## config.mk

```make
export PLATFORM = sky130hd
export DESIGN_NAME = tick_generator
export DESIGN_NICKNAME = d
export VERILOG_FILES = /design/src/rtl/tick_pkg.sv /design/src/rtl/tick_channel.sv /design/src/rtl/tick_generator.sv
export SDC_FILE = /design/constraint.sdc
export NUM_CORES = 1
export LEC_CHECK = 0
export ABC_AREA = 1
export CAP_MARGIN = 20
export CORE_MARGIN = 2
export CORE_UTILIZATION = 25
export CTS_BUF_LIST = sky130_fd_sc_hd__clkbuf_4
export CTS_CLUSTER_DIAMETER = 40
export CTS_CLUSTER_SIZE = 20
export DETAILED_ROUTE_END_ITERATION = 12
export MAX_ROUTING_LAYER = met4
export SLEW_MARGIN = 20
export SYNTH_ARGS = -nofsm -noshare
export SYNTH_HDL_FRONTEND = slang
export SYNTH_SLANG_ARGS = --single-unit
```

## constraint.sdc

```tcl
create_clock -name clock -period 2.72 [get_ports clock]
set_input_delay 0.544 -clock clock [delete_from_list [all_inputs] [get_ports clock]]
set_output_delay 0.544 -clock clock [all_outputs]
set_load 0.03 [all_outputs]
```

## src/rtl/tick_pkg.sv

```systemverilog
// Shared constants and helpers for the multi-channel tick generator.
package tick_pkg;

   localparam int unsigned DEFAULT_DIV_1HZ = 100000000;
   localparam int          DIV_WIDTH       = 28;

   // Channel-select width; a single channel still gets a 1-bit select.
   function automatic int chan_w(input int n);
      return (n > 1) ? $clog2(n) : 1;
   endfunction

endpackage

```

## src/rtl/tick_channel.sv

```systemverilog
// One programmable divider channel: counter, active/shadow divisor,
// registered tick strobe and square output.
module tick_channel
   import tick_pkg::*;
#(
   parameter int               WIDTH   = DIV_WIDTH,
   parameter logic [WIDTH-1:0] RST_DIV = WIDTH'(DEFAULT_DIV_1HZ)
) (
   input  logic             clock,
   input  logic             reset_n,
   input  logic             i_enable,
   input  logic             i_cfg_we,
   input  logic [WIDTH-1:0] i_cfg_div,
   input  logic             i_cfg_restart,
   output logic             o_tick,
   output logic             o_square,
   output logic             o_pending
);

   logic [WIDTH-1:0] r_cnt;
   logic [WIDTH-1:0] r_div;
   logic [WIDTH-1:0] r_shadow;
   logic             r_pending;
   logic             r_tick;
   logic             r_square;

   logic w_run;
   logic w_wrap;

   assign w_run  = i_enable && (r_div != '0);
   assign w_wrap = w_run && (r_cnt == r_div - WIDTH'(1));

   always_ff @(posedge clock or negedge reset_n) begin
      if (!reset_n) begin
         r_cnt     <= '0;
         r_div     <= RST_DIV;
         r_shadow  <= '0;
         r_pending <= 1'b0;
         r_tick    <= 1'b0;
         r_square  <= 1'b0;
      end else begin
         r_tick <= 1'b0;
         if (w_wrap) begin
            r_cnt    <= '0;
            r_tick   <= 1'b1;
            r_square <= ~r_square;
            if (r_pending) begin
               r_div     <= r_shadow;
               r_pending <= 1'b0;
            end
         end else if (w_run) begin
            r_cnt <= r_cnt + WIDTH'(1);
         end

         // Config writes come last so they override the counting update.
         if (i_cfg_we) begin
            if (i_cfg_restart) begin
               r_div     <= i_cfg_div;
               r_cnt     <= '0;
               r_tick    <= 1'b0;
               r_pending <= 1'b0;
               r_square  <= r_square;
            end else if (!i_enable || (r_div == '0)) begin
               r_div <= i_cfg_div;
               if (r_cnt >= i_cfg_div) r_cnt <= '0;
            end else if (w_wrap) begin
               r_div <= i_cfg_div;
            end else begin
               r_shadow  <= i_cfg_div;
               r_pending <= 1'b1;
            end
         end
      end
   end

   assign o_tick    = r_tick;
   assign o_square  = r_square;
   assign o_pending = r_pending;

endmodule

```

## src/rtl/tick_generator.sv

```systemverilog
// Multi-channel tick source: CHANNELS independent dividers with a shared
// valid/ready configuration port.
module tick_generator
   import tick_pkg::*;
#(
   parameter int          CHANNELS    = 4,
   parameter int          WIDTH       = DIV_WIDTH,
   parameter int unsigned DEFAULT_DIV = DEFAULT_DIV_1HZ
) (
   input  logic                          clock,
   input  logic                          reset_n,
   input  logic [CHANNELS-1:0]           enable,
   input  logic                          cfg_valid,
   output logic                          cfg_ready,
   input  logic [chan_w(CHANNELS)-1:0]   cfg_chan,
   input  logic [WIDTH-1:0]              cfg_div,
   input  logic                          cfg_restart,
   output logic [CHANNELS-1:0]           tick,
   output logic [CHANNELS-1:0]           square
);

   logic [CHANNELS-1:0] w_pending;
   logic [CHANNELS-1:0] w_we;
   logic                w_ready;

   // Out-of-range channels read as ready so their requests are swallowed.
   always_comb begin
      w_ready = 1'b1;
      w_we    = '0;
      for (int i = 0; i < CHANNELS; i++) begin
         if (int'(cfg_chan) == i) begin
            w_ready = ~w_pending[i];
            w_we[i] = cfg_valid & ~w_pending[i];
         end
      end
   end

   assign cfg_ready = w_ready;

   for (genvar g = 0; g < CHANNELS; g++) begin : g_chan
      tick_channel #(
         .WIDTH   (WIDTH),
         .RST_DIV (WIDTH'(DEFAULT_DIV))
      ) u_chan (
         .clock         (clock),
         .reset_n       (reset_n),
         .i_enable      (enable[g]),
         .i_cfg_we      (w_we[g]),
         .i_cfg_div     (cfg_div),
         .i_cfg_restart (cfg_restart),
         .o_tick        (tick[g]),
         .o_square      (square[g]),
         .o_pending     (w_pending[g])
      );
   end

endmodule
```

==> results.json <==
{
  "grt_pass1_vias": 23500,
  "rows": 115,
  "drtIter0Drc": 2054,
  "crit_type": "flip-flop to flip-flop",
  "p_leak_uw": 0.0156,
  "hp-class": "input port to asynchronous set/reset pin",
  "drt-total-wl_um": 96500,
  "violations": "setup timing",
  "stdcell_count": 5288,
  "cap_violations": 0,
  "grt_max_degree": 99,
  "vias": 25100,
  "status": "complete, but fails checks",
  "synth_area_leaders": "dfrtp_1, nand2_1, inv_1",
  "period_share": 1.00,
  "power_frac_clock": 0.242,
  "setup_viol": 1,
  "p_sw_uw": 8600,
  "maxClockFrequency_ghz": 0.367,
  "ys_types": 55,
  "ys_warn_count": 0,
  "track_usage": 0.185,
  "crit_path_end_kind": "flip-flop",
  "routed_via_density": 4.75,
  "tns_ns": -0.00191,
  "wl_met2_um": 43600,
  "die_x_um": 320,
  "hpwlAfterDp_um": 69500,
  "io_buffers": 46,
  "skew_ns": 0.105,
  "synth_top_area_cell": "dfrtp_1",
  "ys.flop_type": "dfrtp_1",
  "routabilityCongestion": 0.945,
  "path_clk_slew_ns": 0.10,
  "die_y_um": 320,
  "drcViolationCount": 0,
  "grt_pass1_wl_um": 142000,
  "nets": 4104,
  "power.internal_uw": 12100,
  "synth_commonest_cells": "nand2_1, inv_1, nor2_1",
  "htree_levels": 3,
  "avgSynthCellArea_um2": 6.97,
  "postSynthCellCount": 3577,
  "dp.cells": 5067,
  "cts-root-buf": "clkbuf_4",
  "layout_setup_ws_ns": -0.00191,
  "first_pass_iters": 6,
  "yosysMostFrequentCell": "nand2_1",
  "wl_per_cell_um": 18.2,
  "ios": 47,
  "relSlewSlack": 0.563,
  "ir_drop_mv": 0.343,
  "syn-cell-area_um2": 24900,
  "startpoint_type": "flip-flop",
  "cts_tree": "done",
  "yosysTopAreaCellShare": 0.301,
  "area_growth_syn_to_layout_pct": 30.9,
  "cts_made_buffers": 70,
  "worst_ep_arrival_time_ns": 3.39,
  "p_seq_frac": 0.379,
  "cp_max_fo": 6,
  "switching_share": 0.416,
  "worst_pin_slew_ns": 0.651,
  "postSynth.asyncResetShare": 1.00,
  "clock_path_buffers": 3,
  "maxSlewViolCount": 0,
  "cts_sinks": 348,
  "floorplan.initialDensity": 0.253,
  "antenna_found_initial": 5,
  "combPwrFrac": 0.379,
  "met1_length_um": 42300,
  "wl_met3_um": 6060,
  "clk_latency_ns": 0.89,
  "drive_above_1_share": 0.226,
  "rsz0062_at_grt": "true",
  "final_antenna_net_count": 0,
  "dp_slack_ns": -0.593,
  "crit_required_ns": 3.39,
  "core_area_um2": 98600,
  "highest_layer": "met4",
  "yosys_register_bits": 348,
  "synth_edf_count": 0,
  "fin_crit_ns": 2.72,
  "synth_seq_area_share": 0.352,
  "die-area_um2": 102000,
  "grt.overflow.total": 0,
  "final_hold_viol_count": 0,
  "powerDensity_nw_per_um2": 634,
  "syn_nets": 3739
}
[path summary, 6_finish.rpt]
check	from	cells after the start	end	slack, ns
max reg2reg	g_chan[2].u_chan.r_div[2]	14	g_chan[2].u_chan.o_square	-0.002
min reg2reg	g_chan[0].u_chan.o_square	1	g_chan[0].u_chan.o_square	0.48
min	reset_n	2	g_chan[0].u_chan.r_cnt[24]	0.18
max in group asynchronous	reset_n	3	g_chan[2].u_chan.r_div[3]	1.69
min in group clock	cfg_div[9]	3	g_chan[0].u_chan.r_shadow[9]	0.44
max	g_chan[2].u_chan.r_div[2]	14	g_chan[2].u_chan.o_square	-0.002
[registers in the layout, indices dropped and copies added (netlist names)]
name / count
g_chan.u_chan.o_square: 4
g_chan.u_chan.r_cnt: 112
g_chan.u_chan.r_shadow: 112
g_chan.u_chan.o_pending: 4
g_chan.u_chan.o_tick: 4
g_chan.u_chan.r_div: 112
[cells by family after synthesis]
group | after synthesis | synth area share
DFF | 348 | 0.352
and+or+nand+nor | 2060 | 0.363
buffers and inverters | 579 | 0.0944
xor gates and xnor gates | 186 | 0.0659
adders and majority gates | 124 | 0.0622
AOI/OAI and AO/OA | 280 | 0.0627
[power by group through the flow]
stage          Combinational (uW)  Clock (uW)  Sequential (uW)
2_1_floorplan                4770           0             7280
3_3_place_gp                 6850           0             7780
3_5_place_dp                 6940           0             7790
4_1_cts                      7060        5140             7710
5_1_grt                      8890        5390             7970
6_report                     7840        5010             7850
[cell usage in the layout, fill, tap and decap left out, types with 11 or more instances in the layout]
cell type and count:
dfrtp_2 25, nand3b_1 14, dfstp_2 48, buf_6 24, nor2_4 45, buf_12 52, bufinv_16 11, dfrtp_1 275
a21oi_1 62, o21ai_1 33, buf_4 247, clkbuf_4 82, ha_1 120, inv_1 452, xnor2_1 49, xor2_1 128
nand3_2 82, nand2_1 996, nor3_1 56, nand3_4 13, nor2_1 302, nand3_1 261, clkdlybuf4s50_1 44, nand2_4 20
nor2_2 88, clkinvlp_4 13, nand4_1 99, inv_2 17, nand2_2 52, clkbuf_16 19, o21ai_0 144, clkinv_2 11
[worst max-delay path, cell delays in order, from the launching register on]
cell	delay [ns]
dfrtp_2	0.48
nor2_4	0.19
nand3_1	0.13
nor2_2	0.13
buf_4	0.16
nand4_1	0.11
nand3_1	0.15
nand4_1	0.15
nor2_4	0.18
nand3_4	0.16
nor2_4	0.22
buf_6	0.15
buf_8	0.13
o21ai_4	0.10
xnor2_2	0.14
[per-stage QoR]
step	utilization	power (uW)	hold slack, ns	area [um^2]
finish	0.331	20700	0.176	32600
global route	0.331	22200	0.151	32600
global placement	0.294	14600	0.422	29000
floorplan	-	12100	0.248	24900
CTS	0.309	19900	0.135	30400
detailed placement	0.294	14700	0.423	29000
[what timing repair did]
item	4_1_cts	5_1_grt
endpoints found under the setup margin	125	336
hold endpoints to repair	236	0
resized for setup	29	347
buffers inserted	16	47
cloned	3	25
pin swaps	12	136
hold buffers	1	0
[layer usage]
layer  global-route usage  vias up
met5                    -        -
met4               0.0769        0
met3               0.0265      179
met2                0.285      802
met1                0.244    12000
li1                     -    12200
[cell type report]
cell class / instances / area (um^2)
tap: 1287 / 1610
multi-input combinational: 2654 / 15100
antenna: 6 / 15.0
fill: 10500 / 65900
clock buffer: 82 / 616
clock inverter: 43 / 529
sequential: 348 / 8800
inverter: 477 / 1800
timing repair buffer: 391 / 4150
No activity file was read; power rests on OpenSTA's default activity.
